<file path="src/rtl/wb_pkg.sv">
// Writeback stage shared definitions.
// Load-size encodings and default widths.
package wb_pkg;

    localparam int DATA_W_DEF     = 32;
    localparam int REG_ADDR_W_DEF = 5;

    localparam logic [1:0] LS_WORD = 2'b00;
    localparam logic [1:0] LS_HALF = 2'b01;
    localparam logic [1:0] LS_BYTE = 2'b10;

endpackage

</file>
<file path="src/rtl/writeback_load_align.sv">
// Little-endian load lane select and extension.
// Purely combinational; size 11 falls back to word.
module load_align
    import wb_pkg::*;
#(
    parameter int DATA_W = DATA_W_DEF
) (
    input  logic [DATA_W-1:0] mem_data,
    input  logic [1:0]        offset,
    input  logic [1:0]        load_size,
    input  logic              load_signed,
    output logic [DATA_W-1:0] data
);

    logic [DATA_W-1:0] byte_sh;
    logic [DATA_W-1:0] half_sh;
    logic [7:0]        b;
    logic [15:0]       h;

    assign byte_sh = mem_data >> {offset, 3'b000};
    assign half_sh = mem_data >> {offset[1], 4'b0000};
    assign b       = byte_sh[7:0];
    assign h       = half_sh[15:0];

    // Pick lane and extend according to size and signedness
    always_comb begin
        data = mem_data;
        unique case (load_size)
            LS_BYTE: data = {{(DATA_W-8){load_signed & b[7]}}, b};
            LS_HALF: data = {{(DATA_W-16){load_signed & h[15]}}, h};
            default: data = mem_data;
        endcase
    end

endmodule

</file>
<file path="src/rtl/writeback.sv">
// Writeback pipeline stage with retire counter.
// Define WB_FORWARD_EN to add rs/rt forwarding outputs.
module writeback
    import wb_pkg::*;
#(
    parameter int DATA_W     = DATA_W_DEF,
    parameter int REG_ADDR_W = REG_ADDR_W_DEF
) (
    input  logic                  clk,
    input  logic                  rst_n,
    input  logic                  stall,
    input  logic                  flush,
    input  logic                  in_valid,
    input  logic                  in_reg_write,
    input  logic                  in_mem_to_reg,
    input  logic                  in_load_signed,
    input  logic [1:0]            in_load_size,
    input  logic [REG_ADDR_W-1:0] in_write_reg,
    input  logic [DATA_W-1:0]     in_alu_result,
    input  logic [DATA_W-1:0]     in_mem_data,
`ifdef WB_FORWARD_EN
    input  logic [REG_ADDR_W-1:0] rs,
    input  logic [REG_ADDR_W-1:0] rt,
    output logic                  fwd_a,
    output logic                  fwd_b,
    output logic [DATA_W-1:0]     fwd_data,
`endif
    output logic [REG_ADDR_W-1:0] write_reg,
    output logic [DATA_W-1:0]     write_data,
    output logic                  reg_write,
    output logic [31:0]           retire_count
);

    logic                  valid_q;
    logic                  reg_write_q;
    logic                  mem_to_reg_q;
    logic                  load_signed_q;
    logic [1:0]            load_size_q;
    logic [REG_ADDR_W-1:0] write_reg_q;
    logic [DATA_W-1:0]     alu_result_q;
    logic [DATA_W-1:0]     mem_data_q;
    logic [31:0]           retire_q;
    logic [DATA_W-1:0]     load_data;

    // Valid bit: flush kills even while stalled
    always_ff @(posedge clk or negedge rst_n) begin
        if (!rst_n)
            valid_q <= 1'b0;
        else if (flush)
            valid_q <= 1'b0;
        else if (!stall)
            valid_q <= in_valid;
    end

    // Payload fields: captured whenever not stalled
    always_ff @(posedge clk or negedge rst_n) begin
        if (!rst_n) begin
            reg_write_q   <= 1'b0;
            mem_to_reg_q  <= 1'b0;
            load_signed_q <= 1'b0;
            load_size_q   <= 2'b00;
            write_reg_q   <= '0;
            alu_result_q  <= '0;
            mem_data_q    <= '0;
        end else if (!stall) begin
            reg_write_q   <= in_reg_write;
            mem_to_reg_q  <= in_mem_to_reg;
            load_signed_q <= in_load_signed;
            load_size_q   <= in_load_size;
            write_reg_q   <= in_write_reg;
            alu_result_q  <= in_alu_result;
            mem_data_q    <= in_mem_data;
        end
    end

    // Count accepted, unflushed valid instructions
    always_ff @(posedge clk or negedge rst_n) begin
        if (!rst_n)
            retire_q <= '0;
        else if (!stall && !flush && in_valid)
            retire_q <= retire_q + 32'd1;
    end

    load_align #(.DATA_W(DATA_W)) u_align (
        .mem_data    (mem_data_q),
        .offset      (alu_result_q[1:0]),
        .load_size   (load_size_q),
        .load_signed (load_signed_q),
        .data        (load_data)
    );

    assign write_reg    = write_reg_q;
    assign write_data   = mem_to_reg_q ? load_data : alu_result_q;
    assign reg_write    = valid_q & reg_write_q & (write_reg_q != '0);
    assign retire_count = retire_q;

`ifdef WB_FORWARD_EN
    assign fwd_a    = reg_write & (rs == write_reg);
    assign fwd_b    = reg_write & (rt == write_reg);
    assign fwd_data = write_data;
`endif

endmodule

</file>
<file path="config.mk">
export PLATFORM = sky130hd
export DESIGN_NAME = writeback
export DESIGN_NICKNAME = d
export VERILOG_FILES = /design/src/rtl/wb_pkg.sv /design/src/rtl/writeback_load_align.sv /design/src/rtl/writeback.sv
export SDC_FILE = /design/constraint.sdc
export NUM_CORES = 1
export LEC_CHECK = 0
export ABC_AREA = 1
export BUFFER_PORTS_ARGS = -buffer_cell sky130_fd_sc_hd__buf_2
export CAP_MARGIN = 10
export CORE_MARGIN = 1
export CORE_UTILIZATION = 45
export CTS_CLUSTER_SIZE = 40
export DETAILED_ROUTE_END_ITERATION = 10
export GPL_TIMING_DRIVEN = 0
export PLACE_DENSITY_LB_ADDON = 0.25
export SYNTH_ARGS = -nofsm -noshare
export SYNTH_HDL_FRONTEND = slang
export SYNTH_SLANG_ARGS = --single-unit
</file>
<file path="constraint.sdc">
create_clock -name clk -period 3.15 [get_ports clk]
set_input_delay 0.1575 -clock clk [delete_from_list [all_inputs] [get_ports clk]]
set_output_delay 0.1575 -clock clk [all_outputs]
set_load 0.02 [all_outputs]
</file>
Yosys cells after proc, flatten, opt, wreduce, memory -nomap -nowiden
Index checks and enable logic that the tools add are counted.
{"block": "word_totals", "register_bits": 107, "out_inout_bits": 70, "inputBits": 79}
{"block": "classes", "addsub": 1, "n_reduce_logical": 5, "shift": 2, "bitwise": 4, "muxes": 4, "n_eq_ne": 3}
{"cell": "$pmux 32 s2", "n": 1}
{"cell": "$add 32x1->32 const B", "n": 1}
{"cell": "$mux 32", "n": 1}
{"cell": "$shr 32x5->16", "n": 1}
{"cell": "$shr 32x5->8", "n": 1}
{"cell": "$reduce_bool 5->1", "n": 1}
{"cell": "$and 1x1->1", "n": 4}
{"cell": "$eq 2x1->1 const B", "n": 1}
{"cell": "$eq 2x2->1 const B", "n": 1}
{"cell": "$logic_and 1x1->1", "n": 2}
{"cell": "$logic_not 1->1", "n": 2}
{"cell": "$mux 1", "n": 2}
{"cell": "$ne 2x1->1 const B", "n": 1}

Longest topological paths before layout
{"block": "logic_depth", "depth_word": 4, "mapped_depth": 10}

Hierarchy
A second synthesis with hierarchy kept.
{"block": "unflattened", "cells_unflattened": 778, "hier_area_um2": 5652.9}
{"mod": "writeback", "instances": 1, "cells_per_inst": 621, "area_each_um2": 4948.5}
{"mod": "load_align", "instances": 1, "cells_per_inst": 157, "area_each_um2": 704.4}

Worst setup path before layout
OpenSTA, ideal clock, no wires.
{"block": "synth_timing", "path_kind": "reg-to-output", "startpoint": "register load_size_q[0]", "endpoint": "output port write_data[17]", "stages_incl_launch_ff": 7, "arrival_time_ns": 1.617, "n_path_buf": 2, "slack_ns": 1.376, "required_time_ns": 2.992, "path_cell_list": "dfrtp_1 inv_1 ha_1 buf_2 buf_1 a21oi_1 a21oi_1"}
{"block": "synth_between", "elab_chain_cells": 3}
{"item": "start, declared", "line": "writeback.sv:38", "source": "logic [1:0] load_size_q;"}
{"item": "start signal, assigned", "line": "writeback.sv:69", "source": "load_size_q <= in_load_size;"}
{"item": "$eq 2x1->1 / $eq 2x2->1 (equally long branches)", "line": "writeback_load_align.sv:28", "source": "unique case (load_size)"}
{"item": "$pmux 32 s2 *", "line": "writeback_load_align.sv:28"}
{"item": "$mux 32 *", "line": "writeback.sv:93", "source": "assign write_data = mem_to_reg_q ? load_data : alu_result_q;"}
{"item": "end, declared", "line": "writeback.sv:29", "source": "output logic [DATA_W-1:0] write_data,"}
Every way passes the cells marked *; elsewhere a longest branch is shown, timed or not.

Worst setup path after layout
{"block": "layout_timing", "startpoint": "register load_size_q[0]", "endpoint": "output port write_data[28]"}
The elaborated chain is that of the path after synthesis.

==> results.txt <==
status = completed
Finished Layout Cells = 1141
reg-to-reg slack, setup = 1440 ps
Die Wd = 114 um
worst-margin pin slew = 619 ps
Layout fillers = 1166
# rows = 40
Area Growth Syn to Fin = 28.6%
syn_area_per_cell = 7.25 sq um
min-delay src = in_alu_result[26]
endpoints failing hold = 0
slew margin rel. = 0.587
Post-Syn Nets = 860
worst hold slack = 4.47 ps
reg2reg start = retire_count[0]
DRC = 0
Leakage Power = 0.00390 uW
Final setup violation count = 0
cts hold-fix bufs = 30
post-synth top area share = 0.474
EDFF count, synth = 0
Setup Skew = 7.08 ps
pwr dens = 502 nW/um^2
Most used DFF post-synth = dfrtp_1
Worst Path Required = 2990 ps
top post-synthesis cells by area = dfrtp_1 (47%), nand2_1 (25%), nor2_1 (4.1%), a21oi_1 (3.3%), inv_1 (3.1%)
Max VDD drop = 0.448 mV
CP max-delay cell = clkbuf_1
Initial Utilization = 0.466
unrepaired setup endpoints after global routing = false
clock root buffer = clkbuf_16
DR vias/cell = 4.85
Port Buf Inserts = 147
largest net degree at the start of global routing = 70
worst-skew pair later-pin latency = 360 ps
DRT Pass-1 Iters = 5
Layout Nets = 1050
max_cap viols = 0
Detail Route Antenna Nets = 0
Post-CTS Setup Repair Bufs = 0
setup TNS = 0 ps
commonest non-fill, non-tap cell in the layout = nand2_1
Reg2Reg Depth = 8
Placer Congestion = 0.963
Mapped Cells = 778
vias in the first global route = 5119
Worst setup SP type = flop
CP Data Arrival Time = 2280 ps
CP peak stage delay = 430 ps
crit path cell chain = inv_1 -> ha_1 -> buf_2 -> clkbuf_1 -> a21oi_1 -> a21oi_2 -> buf_2
Worst Path Buf+Inv = 4
Hold Path Sink = alu_result_q[26]
drt total wl = 15.7 mm
Sink Count = 107
Ports = 149
fin crit period = 2440 ps
layout cells sized above 1 = 0.205
dpl cells = 1094
most frequent cells in the layout = nand2_1 (371), buf_2 (154), dfrtp_1 (107)
first-pass GRT wire length = 24.7 mm
kind of critical path = flop to primary output
CP Max Fanout = 10
via count = 5534
Worst Hold Class = input port to flop
Worst Setup End Kind = primary output
CTS resizes = 0
diodes inserted = 0
antenna violations before repair = 0
multi-input logic area = 2630 sq um
H-Tree Depth = 3
overall power = 3640 uW
Die Span Y = 114 um
Final HPWL DP = 11.8 mm
Hold Path Depth = 3
wire length per cell = 13.7 um
clock tree buffer depth = 2
DIE AREA = 13000 sq um
fraction of registers with async set or reset after synthesis = 1.00
TritonCTS clock tree = done
Synth Warn # = 0
core area = 12100 sq um
register area = 2680 sq um
top cell family by delay on the critical path = buffers and inverters
final-report max-slew violation count = 0
total grt overflow = 0
Netlist cell types = 31
Seq/Total Area, Yosys = 0.474
Reg clk slew, reported paths = 70 ps
maximum clock rate = 410 MHz
CP most frequent cell = buf_2
Total GRT Usage = 0.248
Post-Syn Area = 5640 sq um
worst r2r dst = retire_count[12]
Num CTS Buffers = 9
flops & latches, synth = 107
cell taking the most area after synthesis = dfrtp_1
Final Cycle Share = 0.775
Starting DRT DRC Count = 372
report_power, final:
group	internal, uW	total (uW)	switching (uW)
sequential	1490	1590	95.6
clock	739	1240	502
combinational	292	818	526
total	2520	3640	1120
worst reg2reg max path, stage by stage, from the launching register on:
cell	delay, ps
dfrtp_1	400
ha_1	160
inv_1	50
nor2_1	200
nand2_1	220
nor2_1	260
nand3_1	150
nor2_1	120
a21oi_1	50
through the flow:
step	cell area, sq um	worst slack, ps	util
floorplan	5640	1380	-
global route	7260	563	0.599
finish	7260	709	0.599
global placement	6590	643	0.544
CTS	7250	743	0.599
detailed placement	6620	1130	0.547
final cells by class:
class | instances | share of cell area
flip-flops and latches | 107 | 0.369
multi-input cells | 589 | 0.362
repair buffers | 179 | 0.148
clock buffers | 12 | 0.0353
well taps | 168 | 0.0290
inverters | 49 | 0.0253
plain buffers | 33 | 0.0215
clock inverters | 4 | 0.0100
how the worst max path moves through the flow:
stage                         from               end  slack, ps  cells after the start
floorplan           load_size_q[0]    write_data[17]       1380                      6
global placement             rst_n  retire_count[19]        640                      1
detailed placement  load_size_q[0]    write_data[29]       1130                      7
CTS                 load_size_q[0]    write_data[20]        740                      7
global route        load_size_q[0]    write_data[29]        560                      7
finish              load_size_q[0]    write_data[28]        710                      7
Yosys cell counts, types with 3 or more instances:
cell type / n
o21ai_0: 25
nor2_1: 61
xor2_1: 10
nand4_1: 6
nand3_1: 30
a31oi_1: 5
nor3_1: 4
inv_1: 47
clkbuf_1: 20
xnor2_1: 8
buf_6: 3
a21oi_1: 37
nor2_4: 3
a21oi_2: 10
dfrtp_1: 107
nor2_2: 4
buf_2: 8
ha_1: 3
nand2_2: 3
nand2_1: 371
metal layers:
metal	wire length [um]	vias to the layer above	GRT usage
met5	0	-	0
met4	240	0	0.0623
met3	947	21	0.0627
met2	7700	163	0.432
met1	6780	2552	0.308
li1	-	2798	-
kinds of logic after synthesis:
family                     share of synthesized area
AOI/OAI and AO/OA                             0.0834
adders and majority gates                    0.00665
xor gates and xnor gates                      0.0279
and+or+nand+nor                                0.347
DFF                                            0.474
buffers and inverters                         0.0603
No activity file was read; power rests on OpenSTA's default activity.
